<file path="src/rtl/pc_mt_sched.sv">
// Multithreaded fetch-PC scheduler: one PC per hardware thread, round-robin selection
// over enabled threads that are not waiting on a branch, one registered fetch per cycle.
module pc_mt_sched #(
    parameter int              XLEN     = 32,
    parameter int              NTHREADS = 8,
    parameter int              TID_W    = $clog2(NTHREADS),
    parameter logic [XLEN-1:0] RESET_PC = '0,
    parameter int              PC_STEP  = 4
) (
    input  logic                clk,
    input  logic                rst,
    input  logic                stall_i,
    input  logic [NTHREADS-1:0] thread_en_i,
    input  logic                br_issue_i,
    input  logic [TID_W-1:0]    br_issue_tid_i,
    input  logic                br_res_valid_i,
    input  logic [TID_W-1:0]    br_res_tid_i,
    input  logic                br_res_taken_i,
    input  logic [XLEN-1:0]     br_res_pc_i,
    output logic                br_res_ack_o,
    output logic [XLEN-1:0]     pc_o,
    output logic [TID_W-1:0]    tid_o,
    output logic                valid_o,
    output logic [NTHREADS-1:0] blocked_o
);

    logic [XLEN-1:0]     pcTbl_q [NTHREADS];
    logic [XLEN-1:0]     pcTbl_d [NTHREADS];
    logic [NTHREADS-1:0] blocked_q;
    logic [NTHREADS-1:0] blocked_d;
    logic [TID_W-1:0]    rrPtr_q;
    logic [XLEN-1:0]     pcOut_q;
    logic [TID_W-1:0]    tidOut_q;
    logic                validOut_q;

    logic [NTHREADS-1:0] elig;
    logic [TID_W-1:0]    selTid;
    logic [TID_W-1:0]    probeTid;
    logic                selFound;
    logic                advance;
    logic                resAccept;

    assign elig         = thread_en_i & ~blocked_q;
    assign resAccept    = br_res_valid_i & blocked_q[br_res_tid_i];
    assign advance      = ~stall_i & selFound;
    assign br_res_ack_o = resAccept;
    assign pc_o         = pcOut_q;
    assign tid_o        = tidOut_q;
    assign valid_o      = validOut_q;
    assign blocked_o    = blocked_q;

    // Offset NTHREADS truncates to rrPtr itself, so the last-served thread is tried last.
    always_comb begin
        selTid   = '0;
        probeTid = '0;
        selFound = 1'b0;
        for (int k = 1; k <= NTHREADS; k++) begin
            probeTid = rrPtr_q + TID_W'(k);
            if (!selFound && elig[probeTid]) begin
                selTid   = probeTid;
                selFound = 1'b1;
            end
        end
    end

    // Resolution clears before issue sets, so a same-thread pair leaves the thread blocked.
    always_comb begin
        blocked_d = blocked_q;
        pcTbl_d   = pcTbl_q;
        if (resAccept) begin
            blocked_d[br_res_tid_i] = 1'b0;
            if (br_res_taken_i) begin
                pcTbl_d[br_res_tid_i] = br_res_pc_i;
            end
        end
        if (br_issue_i) begin
            blocked_d[br_issue_tid_i] = 1'b1;
        end
        if (advance) begin
            pcTbl_d[selTid] = pcTbl_q[selTid] + XLEN'(PC_STEP);
        end
    end

    always_ff @(posedge clk) begin
        if (!rst) begin
            for (int i = 0; i < NTHREADS; i++) begin
                pcTbl_q[i] <= RESET_PC;
            end
            blocked_q  <= '0;
            rrPtr_q    <= TID_W'(NTHREADS - 1);
            pcOut_q    <= RESET_PC;
            tidOut_q   <= '0;
            validOut_q <= 1'b0;
        end else begin
            pcTbl_q   <= pcTbl_d;
            blocked_q <= blocked_d;
            if (!stall_i) begin
                validOut_q <= selFound;
                if (selFound) begin
                    pcOut_q  <= pcTbl_q[selTid];
                    tidOut_q <= selTid;
                    rrPtr_q  <= selTid;
                end
            end
        end
    end

endmodule

</file>
<file path="config.mk">
export PLATFORM = sky130hd
export DESIGN_NAME = pc_mt_sched
export DESIGN_NICKNAME = d
export VERILOG_FILES = /design/src/rtl/pc_mt_sched.sv
export SDC_FILE = /design/constraint.sdc
export NUM_CORES = 1
export LEC_CHECK = 0
export CAP_MARGIN = 20
export CELL_PAD_IN_SITES_DETAIL_PLACEMENT = 0
export CELL_PAD_IN_SITES_GLOBAL_PLACEMENT = 1
export CORE_MARGIN = 1.5
export CORE_UTILIZATION = 30
export DETAILED_ROUTE_END_ITERATION = 6
export PLACE_DENSITY_LB_ADDON = 0.1
export SLEW_MARGIN = 20
export SYNTH_ARGS = -nofsm -noshare
export SYNTH_HDL_FRONTEND = slang
export SYNTH_SLANG_ARGS = --single-unit
</file>
<file path="constraint.sdc">
create_clock -name clk -period 8.5 [get_ports clk]
set_clock_uncertainty 0.2 [all_clocks]
set_input_delay 1.275 -clock clk [delete_from_list [all_inputs] [get_ports clk]]
set_output_delay 1.275 -clock clk [all_outputs]
set_load 0.05 [all_outputs]
</file>
# Word level (Yosys, flattened, before mapping)

Cells that the tools add are included.

Register bits: 303
Bits of input ports: 52
Output and inout bits: 45
Word-level logic and storage cells: 118

Add/sub/neg operators: 8
$lt $le $gt $ge: 16
Muxes and demuxes: 52
Bitwise operators: 10
Reductions and logical operators: 19

Operators by type and width:

| cell                                                | count |
|---|---|
| 2-to-1 mux 256 bit                                  | 3 |
| bitwise mux 256 bit                                 | 2 |
| demux 32 bit (select 3 bit)                         | 2 |
| 2-to-1 mux 32 bit                                   | 4 |
| binary-select mux 32 bit (select 3 bit)             | 1 |
| < comparator 3 x 4 -> 1 bit, second input constant  | 10 |
| adder 32 x 3 -> 32 bit, second input constant       | 1 |
| binary-select mux 1 bit (select 3 bit)              | 9 |
| 2-to-1 mux 3 bit                                    | 8 |
| 2-to-1 mux 1 bit                                    | 19 |
| AND 8 bit                                           | 2 |
| 2-to-1 mux 8 bit                                    | 2 |
| NOT 8 bit                                           | 2 |
| adder 3 bit, second input constant                  | 4 |
| logical AND 1 bit                                   | 11 |
| >= comparator 4 bit, second input constant          | 2 |
| < comparator 4 x 1 -> 1 bit, second input constant  | 2 |
| NOT 3 -> 4 bit                                      | 2 |
| bitwise OR 8 bit                                    | 1 |
| zero test 1 bit                                     | 7 |
| adder 3 x 2 -> 3 bit, second input constant         | 2 |
| demux 1 bit (select 3 bit)                          | 2 |
| >= comparator 3 x 1 -> 1 bit, second input constant | 2 |
| adder 3 x 1 -> 3 bit, second input constant         | 1 |
| other kinds (3)                                     | 4 |

# Logic depth before layout (Yosys ltp)

Gate-level depths: netlist (run 1).

Depth after elaboration: 33
Mapped depth: 25
Gate-level depth less buffers: 17

# Worst setup path before layout (run 1)

Ideal clock, no wire load.

Path type: input to register
From: in thread_en_i[7]
To: reg pcTbl_q[154] in the netlist's numbering
Library setup time: 0.115 ns
Arrival: 6.541 ns
Data required time: 8.185 ns
Slack: 1.645 ns
Stages on the path: 21
Buffers on the path: 5
Path through: nor2b_1 mux4_1 mux2_2 nor2_1 o311ai_1 a32oi_1 a21oi_2 nor2_4 buf_4 buf_2 buf_2 mux2i_1 mux2_2 clkbuf_1 ha_1 nand4_1 or3_1 or4_1 and2_1 buf_6 o21a_1

Longest elaborated chain between the ends: 32
Elaborated cells between the ends (all ways): 60
Those cells by class: add/sub (1); order compare (2); mux (39); bitwise (3); reduce/logical (15)

Ends and longest elaborated chain:

| what                                                                                | RTL line | RTL |
|---|---|---|
| start: declaration                                                                  | 13       | `input logic [NTHREADS-1:0] thread_en_i,` |
| AND 8 bit *                                                                         | 43       | `assign elig = thread_en_i & ~blocked_q;` |
| binary-select mux 1 bit (select 3 bit)                                              | 59       | `if (!selFound && elig[probeTid]) begin` |
| 2-to-1 mux 1 bit (implied by the code)                                              | 59       |  |
| 2-to-1 mux 1 bit                                                                    | 59       |  |
| zero test 1 bit                                                                     | 59       |  |
| logical AND 1 bit                                                                   | 59       |  |
| 2-to-1 mux 1 bit                                                                    | 59       |  |
| zero test 1 bit                                                                     | 59       |  |
| [16 not listed]                                                                     | --       |  |
| 2-to-1 mux 3 bit                                                                    | 59       |  |
| NOT 3 -> 4 bit (implied by the code)                                                | 80       | `pcTbl_d[selTid] = pcTbl_q[selTid] + XLEN'(PC_STEP);` |
| binary-select mux 32 bit (select 3 bit) (tied with other cells)                     | 80       |  |
| 2-to-1 mux 32 bit (implied by the code) / logical AND 1 bit (equally long branches) | 80       |  |
| 2-to-1 mux 32 bit (implied by the code)                                             | 80       |  |
| adder 32 x 3 -> 32 bit / demux 32 bit (select 3 bit) (equally long branches)        | 80       |  |
| bitwise mux 256 bit                                                                 | 80       |  |
| 2-to-1 mux 256 bit *                                                                | 79       | `if (advance) begin` |
| end signal: assignment                                                              | 95       | `pcTbl_q <= pcTbl_d;` |
| end: declaration                                                                    | 27       | `logic [XLEN-1:0] pcTbl_q [NTHREADS];` |

Every way passes the cells marked *; elsewhere a longest branch is shown, timed or not. The select of a mux whose other input is x is not followed.
A chain may end at the register's enable or synchronous reset.

# Worst setup path in the final report (run 1)

From: reg rrPtr_q[1]
To: reg pcTbl_q[154] in the netlist's numbering

Longest elaborated chain between the ends: 32
Elaborated cells between the ends (all ways): 66
Those cells by class: add/sub (8); order compare (2); mux (39); bitwise (2); reduce/logical (15)

Ends and longest elaborated chain:

| what                                                                                | RTL line | RTL |
|---|---|---|
| start: declaration                                                                  | 31       | `logic [TID_W-1:0] rrPtr_q;` |
| start signal: assignment                                                            | 90       | `rrPtr_q <= TID_W'(NTHREADS - 1);` |
| start signal: assignment                                                            | 102      | `rrPtr_q <= selTid;` |
| adder 3 x 1 -> 3 bit                                                                | 58       | `probeTid = rrPtr_q + TID_W'(k);` |
| binary-select mux 1 bit (select 3 bit)                                              | 59       |  |
| 2-to-1 mux 1 bit (implied by the code)                                              | 59       |  |
| 2-to-1 mux 1 bit                                                                    | 59       |  |
| zero test 1 bit                                                                     | 59       |  |
| logical AND 1 bit                                                                   | 59       |  |
| 2-to-1 mux 1 bit                                                                    | 59       |  |
| zero test 1 bit                                                                     | 59       |  |
| [16 not listed]                                                                     | --       |  |
| 2-to-1 mux 3 bit                                                                    | 59       |  |
| NOT 3 -> 4 bit (implied by the code)                                                | 80       |  |
| binary-select mux 32 bit (select 3 bit) (tied with other cells)                     | 80       |  |
| 2-to-1 mux 32 bit (implied by the code) / logical AND 1 bit (equally long branches) | 80       |  |
| 2-to-1 mux 32 bit (implied by the code)                                             | 80       |  |
| adder 32 x 3 -> 32 bit / demux 32 bit (select 3 bit) (equally long branches)        | 80       |  |
| bitwise mux 256 bit                                                                 | 80       |  |
| 2-to-1 mux 256 bit *                                                                | 79       |  |

Marked as above.

==> flow_summary.yaml, run 1 <==
power_and_ir_drop:
  power_frac_clock_pct: 16.9
  p_leak_nw: 7.56
  switchingPower_mw: 4.57
  internal_power_mw: 5.10
  power_mw: 9.67
  seqPwrFrac_pct: 21.9
  power-per-cell-area_nw_per_um2: 483
  swShare_pct: 47.3
  comb_power_share_pct: 61.3
  ir_drop_mv: 0.440
run:
  drv_cap: 0
clock_tree:
  cts-root-buf: "clkbuf_16"
  htree_levels: 2
  post_cts_resized: 0
  cts_hold_buffers: 0
  path_clk_slew_ns: 0.05
  clock_sinks: 303
  cts_buffers: 39
  cts_buffer_depth: 3
  cts_post_setup_buffers_inserted: 0
  clkLatencyLatePin_ns: 0.56
  cts_tree: "done"
synthesis:
  async_flop_share_pct: 0
  synthAdderAreaFrac_pct: 0.219
  syn-cell-area_sq_um: 17100
  synth.distinct_cells: 71
  ys_seq_area_share_pct: 35.4
  synth-simple-area-share_pct: 12.2
  synthTopCellsByCount: "dfxtp_1, mux2i_1, a21oi_1, a211oi_1, mux2_2"
  synth_mux_area_share_pct: 26.9
  syn_area_per_cell_sq_um: 9.11
  synth_top_family_by_area: "multiplexers"
  synth-compound-area-share_pct: 19.5
  synth_edf_count: 0
  synthFlopType: "dfxtp_1"
  syn_inst: 1881
  syn_nets: 1936
  ys_seq_elements: 303
  synthTopCellsByArea: "dfxtp_1, mux2i_1, mux2_2"
  yosys.area.top_type: "dfxtp_1"
  synthXorXnorAreaFrac_pct: 1.07
  synth.top_cell.area_share_pct: 35.4
  synth_most_common_cell: "dfxtp_1"
  yosys_warnings: 0
worst_setup_path:
  crit_required_ns: 8.75
  cp-start-kind: "register"
  critical_path_buf_inv_count: 2
  worstSetupPathType: "register to register"
  cp-end-kind: "register"
  arrival_ns: 7.22
  crit_path_cell_trace: "inv_1, ha_1, xor2_1, mux4_2, nor2_1, o311ai_1, a32oi_1, a21oi_2, nor2_4, buf_12, mux2i_1, mux2i_2, or4_4, or4_4, or4_1, and2_1, o21a_1"
  critPathTopFamily: "simple AND/OR/NAND/NOR gates"
  crit_slowest_cell: "or4_4"
  path_common_cell: "or4_4"
  cp_slowest_stage_delay_ns: 0.63
  worstPathMaxFanout: 30
drt:
  via_count: 14300
  viasPerCell: 5.37
  drc_errors: 0
  routed_wl_microns: 59800
  drt_iter0_markers: 836
  first_pass_iters: 5
  wl_per_cell_microns: 22.5
  antenna_left: 0
die:
  ios: 97
  die_h_microns: 242
  fp-row-count: 87
  die-width_microns: 242
  design.core.area_sq_um: 56400
  start_util_pct: 30.4
  die_area_sq_um: 58600
finish:
  syn2layout_area_growth_pct: 16.9
  finalInstanceArea_sq_um: 20000
  drive_gt1_share_pct: 15.0
  finish.net_count: 1933
  final_core_util_pct: 35.5
  fin_cells: 2661
timing:
  tns_ns: 0
  fmax_ghz: 0.143
  fin_crit_sh_pct: 82.0
  max_slew.worst_pin.slew_ns: 0.993
  finalMaxSlewViolations: 0
  rsz0062_at_grt: "false"
  hold_violations: 0
  fin_crit_ns: 6.97
  slew_headroom_pct: 33.6
  setup_violations: 0
grt:
  grt_pass1_wl_microns: 90700
  antenna_found_initial: 0
  track_usage_pct: 20.0
  grt_overflow: 0
  grt_pass1_vias: 14000
  grt_max_degree: 101
placed_design:
  dp_hpwl_microns: 36100
  port-buffer-count: 96
  placed_area_sq_um: 18800
  gp_congestion: 0.800
  dpl.cell_count: 2592
hold_path:
  min_path_type: "register to register"
status:
  status: "complete, no violations"
## layout by cell type (no fill, tap or decap), drive strengths merged, types with 4 or more instances in the layout
master	count
clkbuf	61
dfxtp	303
nand4	10
or3	4
or2	5
o211a	29
xor2	6
o211ai	7
nor2	129
a211oi	143
o31ai	10
or4	5
clkdlybuf4s50	95
a2111oi	4
a21o	5
nor3	37
a21oi	146
nor2b	79
inv	7
o21ai	120
o21a	26
xnor2	15
and2	11
nor4	8
nand2b	10
buf	40
clkinv	5
a31oi	9
nand3	27
mux2i	274
mux4	11
mux2	142
nand2	81
and3	5
## power groups by stage
stage / sequential, mW / clock, mW / combinational [mW]
after floorplan: 2.22 / 0 / 4.19
after global placement: 2.13 / 0 / 5.89
after detailed placement: 2.14 / 0 / 5.95
after CTS: 2.11 / 1.68 / 5.97
after global routing: 2.17 / 1.73 / 6.42
final: 2.11 / 1.63 / 5.92
## worst paths after layout
path | cells past startpoint | end | start | slack, ns
setup / recovery | 17 | pcTbl_q[154] | rrPtr_q[1] | 1.53
hold / removal | 2 | valid_o | valid_o | 0.26
setup reg to reg | 17 | pcTbl_q[154] | rrPtr_q[1] | 1.53
hold reg to reg | 2 | valid_o | valid_o | 0.26
## cells by family (layout without fill, tap and decap cells)
family                   after synthesis  after routing
flip-flops                           303            303
multiplexers                         427            427
XOR/XNOR                              21             21
AO/OA/AOI/OAI                        521            521
adder cells (fa/ha/maj)                3              3
other                                  0              2
buffers and inverters                186            208
AND/OR/NAND/NOR                      420            420
## registers in the layout (all words and copies together) (netlist names)
signal,cells
rrPtr_q,3
tid_o,3
pc_o,32
pcTbl_q,256
blocked_o,8
valid_o,1
## area by class of cell
type	instances	area, sq um
antenna	2	5.00
clock buffer	61	1210
clock inverter	5	25.0
fill	5876	36400
inverter	7	31.3
multi-input combinational	1392	10400
sequential	303	6070
tap	756	946
timing repair buffer	135	1330
## tightest hold or removal path: cells and delay by family (launching register included)
family	cells	cell delay, ns
compound gates	1	0.05
flops	1	0.31
simple gates	1	0.05
## routing by layer
metal | global-route usage [%] | routed length [microns] | vias up
met2 | 33.7 | 28200 | 274
met3 | 2.57 | 2020 | 60
li1 | - | - | 6926
met5 | 0 | 0 | -
met1 | 27.1 | 28400 | 7032
met4 | 4.87 | 1160 | 0
## per-stage QoR
stage / setup slack, ns / hold slack [ns]
2_1_floorplan: 1.64 / 0.252
3_3_place_gp: 1.09 / 0.248
3_5_place_dp: 0.976 / 0.257
4_1_cts: 1.57 / 0.265
5_1_grt: 1.15 / 0.293
6_report: 1.53 / 0.259
Note: power is estimated with default switching activity, not from simulation.
==> run 2, diff against run 1 <==
- clock period: 8.5 -> 6.2 ns (I/O delays scaled with it)
==> run 2 against run 1 <==
  * Final cell count is 4.5% higher
  * Global-route usage grew 0.83 points
  * Sequential cell count is the same
  * Die area did not move
  * Maximum frequency is 18% higher
  * Clock power increased by 46%
  * Worst setup slack lost 1.2 ns
  * Design area grew 6.0%
  * Highest routed layer unchanged
==> flow_summary.yaml, run 2 (synthesis gave the netlist of run 1 again) <==
finish:
  drive_gt1_share_pct: 20.5
  seq_area_sq_um: 6070
  largest_reg_flops: 256
  layout_common_cells: "dfxtp_1, mux2i_1, a21oi_1"
  final_core_util_pct: 37.6
  fillers: 5754
  syn2layout_area_growth_pct: 23.8
  multi_input_area_sq_um: 10500
  top_register: "pcTbl_q"
  final_common_cell: "dfxtp_1"
  finish.net_count: 2052
  antenna_cells: 0
timing:
  max_slew.worst_pin.slew_ns: 0.932
  setup_slack_ns: 0.288
  slew_headroom_pct: 37.7
  fin_crit_sh_pct: 95.4
  fin_crit_ns: 5.91
  setup_violations: 0
  rsz0062_at_grt: "false"
  hold_violations: 0
  fmax_ghz: 0.169
  timing.hold.ws_ns: 0.261
  finalMaxSlewViolations: 0
  tns_ns: 0
status:
  status: "complete, no violations"
power_and_ir_drop:
  power_mw: 14.5
  ir_drop_mv: 0.482
  p_leak_nw: 8.24
  power-per-cell-area_nw_per_um2: 684
placed_design:
  port-buffer-count: 96
  gp_congestion: 0.803
  pre_cts_ws_ns: -0.317
  dp_hpwl_microns: 39500
die:
  fp-row-count: 87
  design.core.area_sq_um: 56400
  die_h_microns: 242
  start_util_pct: 30.4
  die_area_sq_um: 58600
  ios: 97
  die-width_microns: 242
clock_tree:
  clkLatencyLatePin_ns: 0.56
  cts_buffers: 40
  cts_tree: "done"
  htree_levels: 2
  clock_sinks: 303
  cts-root-buf: "clkbuf_16"
  cts_hold_buffers: 0
  cts_buffer_depth: 3
  path_clk_slew_ns: 0.05
  cts_post_setup_buffers_inserted: 0
  post_cts_resized: 0
drt:
  first_pass_iters: 5
  via_count: 14700
  drc_errors: 0
  drt_iter0_markers: 723
  routed_wl_microns: 61900
  viasPerCell: 5.30
  antenna_left: 0
  wl_per_cell_microns: 22.3
worst_setup_path:
  r2r-end: "pcTbl_q[154]"
  cp-end-kind: "register"
  cp-start-kind: "register"
  reg2reg_slack_ns: 0.29
  worstPathMaxFanout: 19
  r2r_start: "rrPtr_q[0]"
  crit_required_ns: 6.51
  worstSetupStartpoint: "rrPtr_q[0]"
  crit_end: "pcTbl_q[154]"
  reg2regPathDepth: 17
  worstSetupPathType: "register to register"
  arrival_ns: 6.22
run:
  drv_cap: 0
grt:
  grt_overflow: 0
  antenna_found_initial: 0
  track_usage_pct: 20.9
  grt_pass1_wl_microns: 94000
  grt_pass1_vias: 14700
  grt_max_degree: 97
hold_path:
  min_path_type: "register to register"
==> run 2: stage by stage <==
stage / cells / instance area [sq um]
2_1_floorplan: 1881 / 17200
6_report: 2781 / 21200
4_1_cts: 2781 / 21200
3_5_place_dp: 2711 / 19900
3_3_place_gp: 2711 / 19900
5_1_grt: 2781 / 21200
==> run 2: cell type report <==
type / instances / area share (%)
inverter: 7 / 0.147
multi-input combinational: 1392 / 49.3
timing repair buffer: 253 / 11.2
tap: 756 / 4.46
sequential: 303 / 28.6
clock inverter: 10 / 0.637
clock buffer: 60 / 5.64
==> run 2: worst min-delay path by stage <==
| stage | from | endpoint | slack, ns | depth (start not counted) |
|---|---|---|---|---|
| after detailed placement | valid_o | valid_o | 0.26 | 2 |
| final | valid_o | valid_o | 0.26 | 2 |
| after floorplan | pcTbl_q[32] | pcTbl_q[32] | 0.25 | 2 |
| after global placement | valid_o | valid_o | 0.25 | 2 |
| after global routing | valid_o | valid_o | 0.29 | 2 |
| after CTS | valid_o | valid_o | 0.27 | 2 |
==> run 2: per-layer routing <==
layer  routed length, microns  GRT usage, %  up-vias
li1                         -             -     7176
met1                    29900          28.8     7212
met5                        0             0        -
met3                     1870          2.37       79
met4                     1360          5.64        0
met2                    28700          34.3      260
==> run 2: worst max-delay path, stage by stage (launching register included) <==
cell and delay, ns:
dfxtp_1 0.49, inv_2 0.16, ha_1 0.51, mux2_2 0.40
a2111oi_0 0.50, a32oi_1 0.10, a21o_1 0.18, a222oi_1 0.72
buf_12 0.24, buf_12 0.20, mux2_2 0.22, ha_4 0.14
nand4_1 0.17, or3_4 0.45, buf_4 0.17, o31ai_1 0.45
and2_1 0.37, o21a_1 0.17
==> run 2: power by group <==
group          internal (mW)  switching, mW  total [mW]
Combinational           3.95           5.29        9.24
Sequential              2.59          0.303        2.89
Clock                   1.45          0.928        2.38
